[src/rtl/chunked_addsub_nbit_if.sv]
// Operand/result bundle for the chunked add/sub unit: start/ready request side, done-qualified result side.
// No storage of its own; the unit samples operands on accept and holds results until the next accept.
// Backpressure: ready low while the unit is busy; start is ignored until ready returns.
interface chunked_addsub_nbit_if #(
    parameter int N = 32
);
    logic         start;
    logic         ready;
    logic         sub;
    logic [N-1:0] a;
    logic [N-1:0] b;
    logic         cin;
    logic [N-1:0] s;
    logic         cout;
    logic         ovf;
    logic         done;

    modport master (
        output start, sub, a, b, cin,
        input  ready, s, cout, ovf, done
    );

    modport slave (
        input  start, sub, a, b, cin,
        output ready, s, cout, ovf, done
    );
endinterface

[src/rtl/chunked_addsub_nbit.sv]
// N-bit adder/subtractor processing W bits per clock through one W-bit slice and a registered carry.
// Latency: done pulses K = N/W edges after the accept edge; back-to-back accept in DONE adds no bubble.
// Backpressure: ready low throughout BUSY; start while busy is dropped, not queued.
module chunked_addsub_nbit #(
    parameter int N = 32,
    parameter int W = 8
) (
    input  logic                   clk,
    input  logic                   rst,
    chunked_addsub_nbit_if.slave   io
);
    localparam int K  = N / W;
    localparam int CW = (K > 1) ? $clog2(K) : 1;
    localparam logic [CW-1:0] LAST = CW'(K - 1);

    localparam logic [1:0] IDLE = 2'd0;
    localparam logic [1:0] BUSY = 2'd1;
    localparam logic [1:0] DONE = 2'd2;

    logic [1:0]    state;
    logic [N-1:0]  a_r;
    logic [N-1:0]  b_r;
    logic [N-1:0]  s_r;
    logic          carry;
    logic [CW-1:0] cnt;
    logic          cout_r;
    logic          ovf_r;

    logic          accept;
    logic [W:0]    chunk_sum;
    logic          top_cin;
    logic [N-1:0]  a_nxt;
    logic [N-1:0]  b_nxt;
    logic [N-1:0]  s_nxt;

    assign io.ready = (state != BUSY);
    assign io.done  = (state == DONE);
    assign io.s     = s_r;
    assign io.cout  = cout_r;
    assign io.ovf   = ovf_r;

    assign accept = io.start & io.ready;

    // Operands shift right each chunk so the slice always reads the low W bits.
    assign chunk_sum = {1'b0, a_r[W-1:0]} + {1'b0, b_r[W-1:0]} + {{W{1'b0}}, carry};
    // On the last chunk the low bits are the top chunk, so this recovers the carry into bit N-1.
    assign top_cin   = a_r[W-1] ^ b_r[W-1] ^ chunk_sum[W-1];

    generate
        if (K == 1) begin : g_single
            assign a_nxt = a_r;
            assign b_nxt = b_r;
            assign s_nxt = chunk_sum[W-1:0];
        end else begin : g_multi
            assign a_nxt = {{W{1'b0}}, a_r[N-1:W]};
            assign b_nxt = {{W{1'b0}}, b_r[N-1:W]};
            // Result chunks enter at the top; after K chunks chunk 0 has reached bit 0.
            assign s_nxt = {chunk_sum[W-1:0], s_r[N-1:W]};
        end
    endgenerate

    always_ff @(posedge clk) begin
        if (rst) begin
            state  <= IDLE;
            a_r    <= '0;
            b_r    <= '0;
            s_r    <= '0;
            carry  <= 1'b0;
            cnt    <= '0;
            cout_r <= 1'b0;
            ovf_r  <= 1'b0;
        end else if (accept) begin
            state <= BUSY;
            a_r   <= io.a;
            b_r   <= io.sub ? ~io.b : io.b;
            carry <= io.sub ? 1'b1 : io.cin;
            cnt   <= '0;
            s_r   <= '0;
        end else begin
            case (state)
                BUSY: begin
                    a_r   <= a_nxt;
                    b_r   <= b_nxt;
                    s_r   <= s_nxt;
                    carry <= chunk_sum[W];
                    cnt   <= cnt + CW'(1);
                    if (cnt == LAST) begin
                        cout_r <= chunk_sum[W];
                        ovf_r  <= top_cin ^ chunk_sum[W];
                        state  <= DONE;
                    end
                end
                DONE:    state <= IDLE;
                default: state <= IDLE;
            endcase
        end
    end
endmodule

[src/flat_wrapper.sv]
// flat-port wrapper written by rule: the top's interface ports become plain ports
module chunked_addsub_nbit_flat 
#(
    parameter int N = 32,
    parameter int W = 8
)
  (clk, rst, io_start, io_sub, io_a, io_b, io_cin, io_ready, io_s, io_cout, io_ovf, io_done);
  chunked_addsub_nbit_if #(.N(N)) io_i ();
  input  logic clk;
  input  logic rst;
  input wire logic [$bits(io_i.start)-1:0] io_start;
  input wire logic [$bits(io_i.sub)-1:0] io_sub;
  input wire logic [$bits(io_i.a)-1:0] io_a;
  input wire logic [$bits(io_i.b)-1:0] io_b;
  input wire logic [$bits(io_i.cin)-1:0] io_cin;
  output wire logic [$bits(io_i.ready)-1:0] io_ready;
  output wire logic [$bits(io_i.s)-1:0] io_s;
  output wire logic [$bits(io_i.cout)-1:0] io_cout;
  output wire logic [$bits(io_i.ovf)-1:0] io_ovf;
  output wire logic [$bits(io_i.done)-1:0] io_done;
  assign io_i.start = io_start;
  assign io_i.sub = io_sub;
  assign io_i.a = io_a;
  assign io_i.b = io_b;
  assign io_i.cin = io_cin;
  assign io_ready = io_i.ready;
  assign io_s = io_i.s;
  assign io_cout = io_i.cout;
  assign io_ovf = io_i.ovf;
  assign io_done = io_i.done;
  chunked_addsub_nbit #(.N(N), .W(W)) u_core (.clk(clk), .rst(rst), .io(io_i));
endmodule
[config.mk]
export PLATFORM = sky130hd
export DESIGN_NAME = chunked_addsub_nbit_flat
export DESIGN_NICKNAME = d
export VERILOG_FILES = /design/src/rtl/chunked_addsub_nbit_if.sv /design/src/rtl/chunked_addsub_nbit.sv /design/src/flat_wrapper.sv
export SDC_FILE = /design/constraint.sdc
export NUM_CORES = 1
export LEC_CHECK = 0
export ABC_AREA = 0
export BUFFER_PORTS_ARGS = -buffer_cell sky130_fd_sc_hd__buf_2
export CORE_MARGIN = 3
export CORE_UTILIZATION = 25
export DETAILED_ROUTE_END_ITERATION = 8
export PLACE_DENSITY = 0.54
export SKIP_LAST_GASP = 1
export SYNTH_ARGS = -nofsm -noshare
export SYNTH_HDL_FRONTEND = slang
export SYNTH_SLANG_ARGS = --single-unit
[constraint.sdc]
create_clock -name clk -period 5.56 [get_ports clk]
set_input_delay 0.278 -clock clk [delete_from_list [all_inputs] [get_ports clk]]
set_output_delay 0.278 -clock clk [all_outputs]
set_load 0.01 [all_outputs]
==> results of run 1 <==
[registers in the layout (all words and copies together) (netlist names)]
| register | cells |
|---|---|
| u_core.io.s | 32 |
| u_core.io.ovf | 1 |
| u_core.carry | 1 |
| u_core.a_r | 32 |
| u_core.io.cout | 1 |
| u_core.state | 2 |
| u_core.cnt | 2 |
| u_core.b_r | 32 |
[worst register-to-register path: stages, from the launching register on]
cell      delay (ps)
dfxtp_1          330
nor2b_4          130
buf_4            660
inv_4            550
a21o_1           710
a211oi_1         310
[how the worst max path moves through the flow]
stage / depth (start not counted) / slack [ps] / from / endpoint
finish: 5 / 2780 / u_core.state[0]$_SDFFE_PP0P_ / u_core.io.s[26]$_SDFFE_PP0P_
detailed placement: 5 / 2740 / u_core.state[0]$_SDFFE_PP0P_ / u_core.io.s[26]$_SDFFE_PP0P_
global route: 5 / 2470 / u_core.state[0]$_SDFFE_PP0P_ / u_core.io.s[26]$_SDFFE_PP0P_
floorplan: 7 / 3710 / u_core.carry$_SDFFE_PP0P_ / u_core.carry$_SDFFE_PP0P_
CTS: 5 / 2720 / u_core.state[0]$_SDFFE_PP0P_ / u_core.io.s[26]$_SDFFE_PP0P_
global placement: 5 / 2760 / u_core.state[0]$_SDFFE_PP0P_ / u_core.io.s[26]$_SDFFE_PP0P_
[placed cells by master, fill, tap and decap left out, types with 2 or more instances in the layout]
cell type / instances
nand3_1: 4
mux2i_1: 32
fa_1: 2
nand4_1: 2
a211oi_1: 55
a211oi_2: 4
buf_2: 103
o21ai_0: 3
xor2_1: 3
inv_6: 2
xnor2_1: 35
nand2b_1: 2
o211ai_1: 2
nor2_1: 96
a21o_1: 4
clkbuf_8: 2
dfxtp_1: 103
nand2_1: 63
nor2b_1: 2
ha_1: 8
clkinv_4: 2
buf_4: 4
a21oi_1: 60
clkbuf_16: 9
[area by class of cell]
cell class                 instances  area, sq um
clock inverter                     4         35.0
fill                            1965        12600
multi-input combinational        388         2370
inverter                           1         6.26
clock buffer                      12          256
tap                              229          287
timing repair buffer             107          546
sequential                       103         2060
[power breakdown]
group	internal [uW]	switching, uW	leakage, uW
logic	107	148	0.00133
clock network	333	279	0.000144
registers	783	29.6	0.000845
total	1220	457	0.00232
[cells by family (layout without fill, tap and decap cells)]
kind of cell,after synthesis,count (layout),synth area share
AO/OA/AOI/OAI,134,134,0.188
XOR/XNOR,38,38,0.0711
adder cells (fa/ha/maj),10,10,0.0299
buffers and inverters,46,124,0.0550
flip-flops,103,103,0.440
multiplexers,32,32,0.0684
AND/OR/NAND/NOR,174,174,0.147
[layer usage]
metal / GRT usage / wire length, microns / up-vias / part of all wire
met5: 0 / 0 / - / 0
met4: 0.0330 / 129 / 0 / 0.012
met3: 0.0285 / 624 / 10 / 0.056
met2: 0.162 / 4730 / 89 / 0.43
met1: 0.151 / 5560 / 1612 / 0.50
li1: - / - / 1993 / -
[metrics by stage]
step	setup slack [ps]	cell area (sq um)	total power [uW]	utilization
after floorplan	3710	4680	1020	-
after global placement	2760	5270	1090	0.289
after detailed placement	2740	5270	1090	0.289
after CTS	2720	5560	1710	0.306
after global routing	2470	5560	1770	0.306
final	2780	5560	1680	0.306
==> impl_metrics.json, run 1 <==
{
  "first_pass_iters": 4,
  "drive_gt1_frac": 0.215,
  "hpwlAfterDp_microns": 7620,
  "fmax_mhz": 359,
  "crit_chain": "nor2b_4, buf_4, inv_4, a21o_1, a211oi_1",
  "slowest_delay_ps": 680,
  "ys_top_cells_by_area": "dfxtp_1, a211oi_1, nor2_1",
  "cts_num_sinks": 103,
  "layout_min_cycle_time_ps": 2780,
  "leakagePower_uw": 0.00232,
  "grt_usage": 0.108,
  "vdd_ir_drop_max_v": 0.000137,
  "hold_ws_ps": 164,
  "syn_area_sq_um": 4680,
  "antenna_cells": 0,
  "postSynth.asyncResetShare": 0,
  "syn2layout_area_growth_pct": 18.8,
  "critPathTopFamily": "buffers and inverters",
  "wl_microns": 11000,
  "die_area_sq_um": 20400,
  "synth_flop_cell": "dfxtp_1",
  "avgSynthCellArea_sq_um": 8.72,
  "r2r-start": "u_core.state[0]$_SDFFE_PP0P_",
  "cts_inserted_buffers": 9,
  "rr_worst_depth": 5,
  "required_ps": 5810,
  "r2r_slack_ps": 2780,
  "final_nets": 689,
  "cts_tree": "yes",
  "powerDensity_nw_per_um2": 302,
  "routed_via_density": 4.39,
  "synth.cells.most_frequent": "dfxtp_1, nor2_1, nand2_1, a21oi_1, a211oi_1",
  "first_global_vias": 3319,
  "yosys.area.top_type": "dfxtp_1",
  "drv_cap": 0,
  "synth_edf_count": 0,
  "start_util": 0.257,
  "via_count": 3704,
  "grt_pass1_wl_microns": 17700,
  "antenna_found_initial": 0,
  "ys_seq_elements": 103,
  "ios": 105,
  "port_buffers": 104,
  "crit_fanout": 88,
  "tightest_slew_ps": 1060,
  "clkSlewWorstSetupHoldPaths_ps": 70,
  "hold_end": "u_core.a_r[31]$_SDFFE_PP0P_",
  "crit_type": "flip-flop to flip-flop",
  "grt_max_degree": 89,
  "synthCells": 537,
  "outcome": "completed",
  "die_h_microns": 143,
  "synth.distinct_cells": 34,
  "critPathCaptureType": "flip-flop",
  "dp.cells": 828,
  "rsz0062_at_grt": "no",
  "cts.root.buffer_cell": "clkbuf_16",
  "core_sq_um": 18200,
  "row_count": 49,
  "drt_iter0_drc": 189,
  "clk_path_buf_depth": 2,
  "arrival_ps": 3040,
  "synth_seq_area_share": 0.440,
  "synth.most_common_cell": "dfxtp_1",
  "cts_hold_buf": 0,
  "fin_setup_tns_ps": 0,
  "h-tree-depth": 3,
  "hold_path_startpoint": "io_a[31]",
  "cp_slowest_cell": "a21o_1",
  "postRouteAntennaNets": 0,
  "finalSetupViolCount": 0,
  "synthDominantCellAreaShare": 0.440,
  "critical_path_buf_inv_count": 2,
  "drc": 0,
  "die_w_microns": 143,
  "grt_overflow": 0,
  "hold_depth": 3,
  "yosysWarnings": 0,
  "start_kind": "flip-flop",
  "ctsResizeCount": 0,
  "clk_latency_ps": 350,
  "hold_class": "primary input to flip-flop",
  "avgRoutedWirePerCell_microns": 13.1,
  "layout.cells.non_filler": 844,
  "finalHoldViolCount": 0,
  "synth_fp_nets": 616,
  "gp_congestion": 0.809,
  "clock_skew_ps": 10.6,
  "fin_crit_sh": 0.501,
  "slew_viol_final": 0,
  "cts_setup_buffers": 0,
  "slew_headroom": 0.294,
  "worstReg2RegEnd": "u_core.io.s[26]$_SDFFE_PP0P_"
}
Power figures use the tool's default switching activity.
==> inputs of run 2 (changes only) <==
--- a/config.mk
+++ b/config.mk
@@ -5,7 +5,7 @@
 export SDC_FILE = /design/constraint.sdc
 export NUM_CORES = 1
 export LEC_CHECK = 0
-export ABC_AREA = 0
+export ABC_AREA = 1
 export BUFFER_PORTS_ARGS = -buffer_cell sky130_fd_sc_hd__buf_2
 export CORE_MARGIN = 3
 export CORE_UTILIZATION = 25
==> constraint.sdc (replaced) <==
create_clock -name clk -period 2.8 [get_ports clk]
set_input_delay 0.14 -clock clk [delete_from_list [all_inputs] [get_ports clk]]
set_output_delay 0.14 -clock clk [all_outputs]
set_load 0.01 [all_outputs]
==> impl_metrics.json, run 2 <==
{
  "outcome": "completed",
  "leakagePower_uw": 0.00264,
  "final_nets": 824,
  "hold_path_startpoint": "io_a[24]",
  "synth_seq_area_share": 0.433,
  "hold_end": "u_core.a_r[24]$_SDFFE_PP0P_",
  "yosys.area_share.adder": 0.0295,
  "fin_util": 0.312,
  "h-tree-depth": 3,
  "routed_via_density": 4.30,
  "crit_type": "flip-flop to flip-flop",
  "grt_pass1_wl_microns": 19600,
  "fmax_mhz": 525,
  "antenna_cells": 0,
  "synth_top_family_by_area": "simple AND/OR/NAND/NOR gates",
  "synth_mux_area_frac": 0,
  "clkSlewWorstSetupHoldPaths_ps": 70,
  "via_count": 4208,
  "nFillCells": 2015,
  "port_buffers": 104,
  "wl_microns": 12200,
  "vdd_ir_drop_max_v": 0.000313,
  "grt_usage": 0.119,
  "cts_tree": "yes",
  "layout_commonest_cell": "nand2_1",
  "grt_overflow": 0,
  "r2r_slack_ps": 900,
  "synth_xor_area_frac": 0.0497,
  "synth_flop_cell": "dfxtp_1",
  "finalHoldViolCount": 0,
  "finalSetupViolCount": 0,
  "clk_latency_ps": 350,
  "synth.cells.most_frequent": "nand2_1, dfxtp_1, inv_1, a21oi_1, xor2_1",
  "ctsResizeCount": 0,
  "drive_gt1_frac": 0.193,
  "hold_class": "primary input to flip-flop",
  "powerDensity_nw_per_um2": 561,
  "ios": 105,
  "cts.root.buffer_cell": "clkbuf_16",
  "die_area_sq_um": 20700,
  "die_h_microns": 144,
  "fin_crit_sh": 0.680,
  "required_ps": 3050,
  "grtUsageMet3": 0.0346,
  "clock_skew_ps": 8.93,
  "yosysWarnings": 0,
  "avgSynthCellArea_sq_um": 7.20,
  "synth_edf_count": 0,
  "synth.most_common_cell": "nand2_1",
  "critPathCaptureType": "flip-flop",
  "r2r-start": "u_core.carry$_SDFFE_PP0P_",
  "layout_common_cells": "nand2_1, buf_2, dfxtp_1",
  "cts_hold_buf": 0,
  "clk_path_buf_depth": 2,
  "tightest_slew_ps": 891,
  "grt_busiest_layer": "met2",
  "gp_congestion": 0.783,
  "synth_compound_area_frac": 0.130,
  "rsz0062_at_grt": "no",
  "cts_inserted_buffers": 9,
  "first_global_vias": 3944,
  "ys_seq_elements": 103,
  "first_pass_iters": 4,
  "worstReg2RegEnd": "u_core.io.ovf$_SDFFE_PP0P_",
  "row_count": 49,
  "antenna_found_initial": 0,
  "ys_top_cells_by_area": "dfxtp_1, nand2_1, a21oi_1",
  "rr_worst_depth": 8,
  "synth-simple-area-share": 0.256,
  "synthDominantCellAreaShare": 0.433,
  "core_sq_um": 18300,
  "grt_max_degree": 43,
  "slew_headroom": 0.406,
  "crit_fanout": 4,
  "die_w_microns": 144,
  "synth_fp_nets": 740,
  "syn_area_sq_um": 4760,
  "gr-usage-met1": 0.166,
  "layout_min_cycle_time_ps": 1900,
  "drc": 0,
  "postSynth.asyncResetShare": 0,
  "dpl-instance-area_sq_um": 5430,
  "use_met2": 0.176,
  "start_kind": "flip-flop",
  "final_cell_area_sq_um": 5720,
  "hold_depth": 3,
  "arrival_ps": 2150,
  "drv_cap": 0,
  "synth.distinct_cells": 26,
  "slew_viol_final": 0,
  "hpwlAfterDp_microns": 8480,
  "fin_setup_tns_ps": 0,
  "avgRoutedWirePerCell_microns": 12.5,
  "postRouteAntennaNets": 0,
  "synthCells": 661,
  "cts_setup_buffers": 0,
  "syn2layout_area_growth_pct": 20.2,
  "drt_iter0_drc": 214,
  "cts_num_sinks": 103,
  "yosys.area.top_type": "dfxtp_1",
  "start_util": 0.260
}
-- run 2: cell types whose count changed in the layout (fill, tap and decap cells not counted), moves of 10 or more --
| cell | change |
|---|---|
| nand2_1 | +192 |
| nor2_1 | -76 |
| inv_1 | +66 |
| a211oi_1 | -54 |
| xnor2_1 | -34 |
| mux2i_1 | -32 |
| xor2_1 | +23 |
| a31oi_1 | +21 |
| nand3_1 | +15 |
| o211ai_1 | +14 |
| a21oi_1 | -10 |
-- run 2: how the worst max path moves through the flow --
stage                              start                           end  depth (start not counted)
3_3_place_gp   u_core.carry$_SDFFE_PP0P_  u_core.io.s[30]$_SDFFE_PP0P_                         10
4_1_cts        u_core.carry$_SDFFE_PP0P_    u_core.io.ovf$_SDFFE_PP0P_                          8
3_5_place_dp   u_core.carry$_SDFFE_PP0P_    u_core.io.ovf$_SDFFE_PP0P_                          8
2_1_floorplan  u_core.carry$_SDFFE_PP0P_  u_core.io.s[28]$_SDFFE_PP0P_                          7
6_report       u_core.carry$_SDFFE_PP0P_    u_core.io.ovf$_SDFFE_PP0P_                          8
5_1_grt        u_core.carry$_SDFFE_PP0P_  u_core.io.s[28]$_SDFFE_PP0P_                          7
-- run 2: cells by family (layout without fill, tap and decap cells) --
family / after synthesis / in the layout
AO/OA/AOI/OAI: 104 / 104
buffers and inverters: 110 / 199
adder cells (fa/ha/maj): 10 / 10
AND/OR/NAND/NOR: 307 / 307
flip-flops: 103 / 103
XOR/XNOR: 27 / 27
-- run 2: stage by stage --
stage          hold WS [ps]  power [uW]  instances  worst slack, ps
4_1_cts                9.38        3270        979              887
6_report               30.1        3210        979              896
2_1_floorplan           288        1890        661             1030
3_3_place_gp            400        2030        963              939
3_5_place_dp            396        2030        963              891
5_1_grt                15.4        3390        979              705
-- run 2: layer usage --
layer,routed length (microns),up-vias,share of wire
met5,0,-,0
met4,240,0,0.020
met3,670,16,0.055
met2,5050,96,0.41
met1,6280,1847,0.51
li1,-,2249,-
-- run 2: layout make-up --
type	instances	area, sq um	share of cell area
clock inverters	5	42.5	0.00744
multi-input cells	448	2210	0.387
repair buffers	112	606	0.106
flip-flops and latches	103	2060	0.361
clock buffers	11	243	0.0424
well taps	229	287	0.0501
inverters	71	267	0.0466
-- run 2: critical path, cell delays in order (launching register included) --
cell and delay (ps):
dfxtp_1 330, fa_1 470, fa_1 420, nand3_1 100, nand2_1 110, a21oi_1 180, nand2_1 70, nand3_1 60
nand2_1 50
-- run 2: report_power, final --
group	internal, uW	leakage, uW	switching (uW)	total, uW
Sequential	1530	0.000841	40.1	1570
Combinational	162	0.00166	259	421
Clock	638	0.000142	579	1220
